### src/rtl/alu_pkg.sv
// Shared ALU definitions: opcode encodings, opcode width and the loader
// handshake FSM encoding. The ALU imports the same opcode constants.
package alu_pkg;

  localparam int unsigned OP_SIZE = 6;

  localparam logic [OP_SIZE-1:0] OP_ADD = 6'b100000;
  localparam logic [OP_SIZE-1:0] OP_SUB = 6'b100010;
  localparam logic [OP_SIZE-1:0] OP_AND = 6'b100100;
  localparam logic [OP_SIZE-1:0] OP_OR  = 6'b100101;
  localparam logic [OP_SIZE-1:0] OP_XOR = 6'b100110;
  localparam logic [OP_SIZE-1:0] OP_SRA = 6'b000011;
  localparam logic [OP_SIZE-1:0] OP_SRL = 6'b000010;
  localparam logic [OP_SIZE-1:0] OP_NOR = 6'b100111;

  typedef enum logic {
    COLLECT = 1'b0,
    VALID   = 1'b1
  } loader_state_e;

  // True when op is one of the eight supported ALU operations.
  function automatic logic is_valid_opcode(input logic [OP_SIZE-1:0] op);
    case (op)
      OP_ADD, OP_SUB, OP_AND, OP_OR,
      OP_XOR, OP_SRA, OP_SRL, OP_NOR: return 1'b1;
      default:                        return 1'b0;
    endcase
  endfunction

endpackage

### src/rtl/btn_debounce.sv
// Push-button conditioner: 2-FF synchronizer, stability counter,
// debounced level and a registered single-cycle press pulse.
module btn_debounce #(
  parameter int unsigned DEBOUNCE_CYCLES = 1000000
) (
  input  logic i_clk,
  input  logic i_rst_n,
  input  logic i_btn,
  output logic o_pulse
);

  localparam int unsigned CNT_W = (DEBOUNCE_CYCLES > 2) ? $clog2(DEBOUNCE_CYCLES) : 1;
  localparam logic [CNT_W-1:0] CNT_MAX = CNT_W'(DEBOUNCE_CYCLES - 1);

  logic             meta_q, sync_q;
  logic [CNT_W-1:0] cnt_q, cnt_d;
  logic             level_q, level_d;
  logic             pulse_q, pulse_d;

  // Bring the raw button into the clock domain.
  always_ff @(posedge i_clk or negedge i_rst_n) begin
    if (!i_rst_n) begin
      meta_q <= 1'b0;
      sync_q <= 1'b0;
    end else begin
      meta_q <= i_btn;
      sync_q <= meta_q;
    end
  end

  // Accept a level change only after it has been stable long enough.
  always_comb begin
    cnt_d   = cnt_q;
    level_d = level_q;
    if (sync_q == level_q) begin
      cnt_d = '0;
    end else if (cnt_q == CNT_MAX) begin
      level_d = sync_q;
      cnt_d   = '0;
    end else begin
      cnt_d = cnt_q + CNT_W'(1);
    end
    pulse_d = level_d & ~level_q;
  end

  // Counter, debounced level and press pulse registers.
  always_ff @(posedge i_clk or negedge i_rst_n) begin
    if (!i_rst_n) begin
      cnt_q   <= '0;
      level_q <= 1'b0;
      pulse_q <= 1'b0;
    end else begin
      cnt_q   <= cnt_d;
      level_q <= level_d;
      pulse_q <= pulse_d;
    end
  end

  assign o_pulse = pulse_q;

endmodule

### src/rtl/alu_operand_loader.sv
// ALU operand loader: captures A, B and opcode from switches on debounced
// button presses and presents them to the ALU with a valid/ready handshake.
// Optional build macro ALU_LOADER_OPCODE_CHECK_EN rejects unsupported
// opcodes and flags them on o_err.
module alu_operand_loader #(
  parameter int unsigned SIZE            = 9,
  parameter int unsigned OP_SIZE         = alu_pkg::OP_SIZE,
  parameter int unsigned DEBOUNCE_CYCLES = 1000000
) (
  input  logic               i_clk,
  input  logic               i_rst_n,
  input  logic [SIZE-1:0]    i_sw,
  input  logic               i_btn_a,
  input  logic               i_btn_b,
  input  logic               i_btn_op,
  input  logic               i_ready,
  output logic [SIZE-1:0]    o_a,
  output logic [SIZE-1:0]    o_b,
  output logic [OP_SIZE-1:0] o_opcode,
  output logic               o_valid,
  output logic [2:0]         o_loaded
`ifdef ALU_LOADER_OPCODE_CHECK_EN
  ,
  output logic               o_err
`endif
);

  import alu_pkg::*;

  logic [SIZE-1:0]    sw_meta_q, sw_sync_q;
  logic               pulse_a, pulse_b, pulse_op;
  logic               op_ok_c;
  logic [SIZE-1:0]    a_q, a_d, b_q, b_d;
  logic [OP_SIZE-1:0] op_q, op_d;
  logic [2:0]         loaded_q, loaded_d;
  loader_state_e      state_q, state_d;
  logic               valid_q, valid_d;

  // Switch bus synchronizer; every capture uses the synchronized value.
  always_ff @(posedge i_clk or negedge i_rst_n) begin
    if (!i_rst_n) begin
      sw_meta_q <= '0;
      sw_sync_q <= '0;
    end else begin
      sw_meta_q <= i_sw;
      sw_sync_q <= sw_meta_q;
    end
  end

  btn_debounce #(.DEBOUNCE_CYCLES(DEBOUNCE_CYCLES)) u_dbnc_a (
    .i_clk(i_clk), .i_rst_n(i_rst_n), .i_btn(i_btn_a), .o_pulse(pulse_a)
  );
  btn_debounce #(.DEBOUNCE_CYCLES(DEBOUNCE_CYCLES)) u_dbnc_b (
    .i_clk(i_clk), .i_rst_n(i_rst_n), .i_btn(i_btn_b), .o_pulse(pulse_b)
  );
  btn_debounce #(.DEBOUNCE_CYCLES(DEBOUNCE_CYCLES)) u_dbnc_op (
    .i_clk(i_clk), .i_rst_n(i_rst_n), .i_btn(i_btn_op), .o_pulse(pulse_op)
  );

`ifdef ALU_LOADER_OPCODE_CHECK_EN
  assign op_ok_c = is_valid_opcode(sw_sync_q[OP_SIZE-1:0]);

  logic err_q;

  // One-cycle error strobe for a rejected opcode load.
  always_ff @(posedge i_clk or negedge i_rst_n) begin
    if (!i_rst_n) err_q <= 1'b0;
    else          err_q <= pulse_op & ~op_ok_c;
  end

  assign o_err = err_q;
`else
  assign op_ok_c = 1'b1;
`endif

  // Handshake FSM next state plus field captures; a load beats a consume.
  always_comb begin
    state_d  = state_q;
    loaded_d = loaded_q;
    a_d      = a_q;
    b_d      = b_q;
    op_d     = op_q;

    case (state_q)
      COLLECT: begin
        if (loaded_q == 3'b111) state_d = VALID;
      end
      VALID: begin
        if (i_ready) begin
          state_d  = COLLECT;
          loaded_d = 3'b000;
        end
      end
      default: state_d = COLLECT;
    endcase

    if (pulse_a) begin
      a_d         = sw_sync_q;
      loaded_d[0] = 1'b1;
    end
    if (pulse_b) begin
      b_d         = sw_sync_q;
      loaded_d[1] = 1'b1;
    end
    if (pulse_op && op_ok_c) begin
      op_d        = sw_sync_q[OP_SIZE-1:0];
      loaded_d[2] = 1'b1;
    end

    valid_d = (state_d == VALID);
  end

  // State, operand and flag registers.
  always_ff @(posedge i_clk or negedge i_rst_n) begin
    if (!i_rst_n) begin
      state_q  <= COLLECT;
      loaded_q <= 3'b000;
      a_q      <= '0;
      b_q      <= '0;
      op_q     <= '0;
      valid_q  <= 1'b0;
    end else begin
      state_q  <= state_d;
      loaded_q <= loaded_d;
      a_q      <= a_d;
      b_q      <= b_d;
      op_q     <= op_d;
      valid_q  <= valid_d;
    end
  end

  assign o_a      = a_q;
  assign o_b      = b_q;
  assign o_opcode = op_q;
  assign o_valid  = valid_q;
  assign o_loaded = loaded_q;

endmodule

### config.mk
export PLATFORM = sky130hd
export DESIGN_NAME = alu_operand_loader
export DESIGN_NICKNAME = d
export VERILOG_FILES = /design/src/rtl/alu_pkg.sv /design/src/rtl/btn_debounce.sv /design/src/rtl/alu_operand_loader.sv
export SDC_FILE = /design/constraint.sdc
export NUM_CORES = 1
export LEC_CHECK = 0
export BUFFER_PORTS_ARGS = -buffer_cell sky130_fd_sc_hd__buf_2
export CORE_ASPECT_RATIO = 0.6
export CORE_MARGIN = 5
export CORE_UTILIZATION = 40
export CTS_CLUSTER_SIZE = 24
export DETAILED_ROUTE_END_ITERATION = 12
export GPL_TIMING_DRIVEN = 0
export PLACE_DENSITY = 0.59
export SLEW_MARGIN = 20
export SYNTH_ARGS = -nofsm -noshare
export SYNTH_HDL_FRONTEND = slang
export SYNTH_SLANG_ARGS = --single-unit
### constraint.sdc
create_clock -name i_clk -period 3.2 [get_ports i_clk]
set_input_delay 0 -clock i_clk [delete_from_list [all_inputs] [get_ports i_clk]]
set_output_delay 0 -clock i_clk [all_outputs]
set_load 0.01 [all_outputs]
==> results by group <==
Outcome
  – Outcome: finished, final reports clean

Power and ir drop
  – Pwr Density: 572.6 mW/mm²
  – Leak Pwr: 2.672 nW
  – Maximum vdd drop: 0.0003713 V

Die
  – I/O Pins: 43
  – Die Footprint: 0.01452 mm²
  – Die X: 152.2 µm
  – Die Span Y: 95.35 µm
  – Initial Util: 40.52%
  – Std-Cell Rows: 31
  – Core ar.: 0.01199 mm²

Setup path
  – Reg-to-Reg Start: u_dbnc_a.cnt_q[0]$_DFF_PN0_
  – Critical Path End Type: register
  – CP arrival: 2.56 ns
  – Setup slack, reg-to-reg: 0.91 ns
  – Crit-path slowest cell: o21ai_1
  – Setup crit start kind: register
  – Setup crit end: u_dbnc_a.cnt_q[11]$_DFF_PN0_
  – Worst Reg2Reg Path Length in Cells: 6
  – Largest stage delay, worst path: 0.63 ns
  – CP bufs+invs: 1
  – Classification of the worst setup path: register to register
  – Worst setup startpoint: u_dbnc_a.cnt_q[0]$_DFF_PN0_
  – WP depth: 6
  – Delay-heaviest family, CP: compound AO/OA/AOI/OAI gates
  – Reg2reg end: u_dbnc_a.cnt_q[11]$_DFF_PN0_
  – Crit Path Max Fanout: 10
  – CP required: 3.47 ns
  – CP Cell Sequence: ha_1 > and3_1 > nand4_1 > o21ai_1 > clkbuf_1 > nor2_1

Route
  – Detailed Route Iter0 Violations: 251
  – Remaining DRCs: 0
  – Total iterations of the first detailed-routing run: 4
  – Detailed Route WL: 9511 µm
  – Vias: 3,295
  – Routed wire per std cell: 14.13 µm
  – DRT antenna net count: 0
  – Drt via density: 4.896

Yosys
  – Async SR Flop Fraction: 100.0%
  – Syn avg cell area: 11.56 µm²
  – Register area share after synthesis: 60.81%
  – Post-synth top area share: 60.81%
  – Post-Syn Instances: 420
  – EDFF count, synth: 0
  – Yosys top cell by area: dfrtp_1
  – Cell with the most instances after synthesis: dfrtp_1
  – Post-synthesis cell type count: 35
  – Syn nets: 438
  – Most common library cells after synthesis: 118 x dfrtp_1, 50 x nor2_1, 28 x xnor2_1, 27 x mux2_2, 23 x nand2_1
  – Synth Cell Area: 0.004856 mm²
  – Synth Register Bits: 118
  – Yosys warning count: 0
  – Synth top area cells: dfrtp_1 61%, mux2_2 6.3%, xnor2_1 5.1%
  – Top_reg_cell synth: dfrtp_1

Placed design
  – Placed cell count: 628
  – Buffers added on ports: 42
  – Routability cong.: 0.8164
  – Post-DP HPWL: 6419 µm

Cells and area
  – Area grow syn2layout: 23.99%
  – Layout Nets: 514
  – Utilization after layout: 50.23%
  – Layout cells sized above 1: 20.87%
  – Inserted Diodes: 0
  – Post-route insts no fill: 673

GRT
  – Global route overflow: 0
  – Initial antenna violation count: 0
  – GRT Overall Usage: 14.63%
  – Vias in the first global route: 3,332
  – Global-route wire length before repair: 16,750 µm
  – Largest net degree at the start of global routing: 66

Clock tree
  – H-tree depth: 4
  – TritonCTS clock tree: done
  – CTS sink cnt: 118
  – CTS buffer count: 17
  – Worst skew pair latency: 0.40 ns
  – CTS root buffer: clkbuf_16
  – Max clock buf depth: 2
  – # Post-CTS Setup Buffers: 0
  – Reg clk slew, reported paths: 0.05 ns

Timing
  – Setup TNS: 0 ns
  – Rel. slew slack: 49.99%
  – Setup violators final: 0
  – Final Max Slew Viols: 0
  – Worst slew pin tran: 0.7452 ns
  – Final hold violations: 0
  – Final hold slack: 0.1126 ns
  – RSZ-0062 raised after global routing: false
  – Time the worst path needs with I/O delays and setup: 2.294 ns
  – Tcrit/Tclk final: 71.70%
  – FMAX: 435.8 MHz
  – Skew final: 0.007250 ns

Worst hold path
  – Hold Crit Class: input pin to asynchronous set/reset pin

Flow run
  – MaxCap Viol Count: 0
[through the flow]
stage                     total power (W)  setup slack (ns)  instance area [µm²]
after global routing             0.003598            0.6979                 6021
after floorplan                  0.001584             1.298                 4856
after CTS                        0.003497            0.8817                 6021
final                            0.003447            0.9055                 6021
after global placement           0.001633            0.7150                 5273
after detailed placement         0.001639            0.9064                 5306
[layout by cell type (no fill, tap or decap), types with 13 or more instances in the layout]
master	netlist	routed
dlygate4sd3_1	0	14
nor3_1	14	14
mux2_2	27	27
nor4_1	13	13
nand2_1	23	23
xnor2_1	28	28
clkbuf_16	0	17
buf_2	1	42
a21oi_1	15	15
dfrtp_1	118	118
inv_1	14	14
nand3_1	21	21
nor2_1	50	50
[metal layers]
metal	routed length [µm]	global-route usage, %	part of all wire (%)	vias to the layer above
met5	0	0	0	-
met4	103	5.310	1.1	0
met3	454	5.261	4.8	7
met2	3867	19.09	41	61
met1	5085	22.01	53	1603
li1	-	-	-	1624
[power breakdown]
part,internal [W],leakage [nW],switching (W)
Sequential,0.00152,1.59,0.0000171
Clock,0.00116,0.272,0.000660
Combinational,0.0000331,0.814,0.0000559
[timing repair]
action | 4_1_cts | 5_1_grt
hold buffers | 14 | 0
endpoints found under the hold margin | 107 | 0
gates resized for setup | 0 | 0
[cell type report]
class                      instances  area, µm²
buffer                            11      42.54
fill                            1055       5964
multi-input combinational        277       1808
clock buffer                      20      446.7
inverter                          14      52.55
tap                              165      206.4
timing repair buffer              57      384.1
sequential                       118       2953
clock inverter                    11      127.6
[logic make-up (layout without fill, tap and decap cells)]
family          Yosys count  after routing  share of synthesized area [%]
xor+xnor                 40             40                          7.215
simple gates            166            166                          17.81
mux                      30             30                          6.880
fa+ha+maj                 3              3                         0.7731
flops                   118            118                          60.81
compound gates           38             38                          4.561
buf+inv                  25            113                          1.958
[registers in the layout, indices dropped and copies added, names as in the netlist, 3 cells and up]
| signal | flops |
|---|---|
| sw_meta_q | 9 |
| o_a | 9 |
| sw_sync_q | 9 |
| o_b | 9 |
| u_dbnc_b.cnt_q | 20 |
| o_opcode | 6 |
| o_loaded | 3 |
| u_dbnc_a.cnt_q | 20 |
| u_dbnc_op.cnt_q | 20 |
[how the worst min path moves through the flow]
stage                             endpoint  slack [ns]  depth (start not counted)
floorplan               o_a[0]$_DFFE_PN0P_       -0.30                          0
global placement    sw_meta_q[7]$_DFF_PN0_        0.11                          1
detailed placement      o_b[0]$_DFFE_PN0P_       -0.02                          1
CTS                     o_b[7]$_DFFE_PN0P_        0.12                          2
global route            o_b[7]$_DFFE_PN0P_        0.17                          2
finish                  o_b[7]$_DFFE_PN0P_        0.11                          2
No activity file was read; power rests on OpenSTA's default activity.
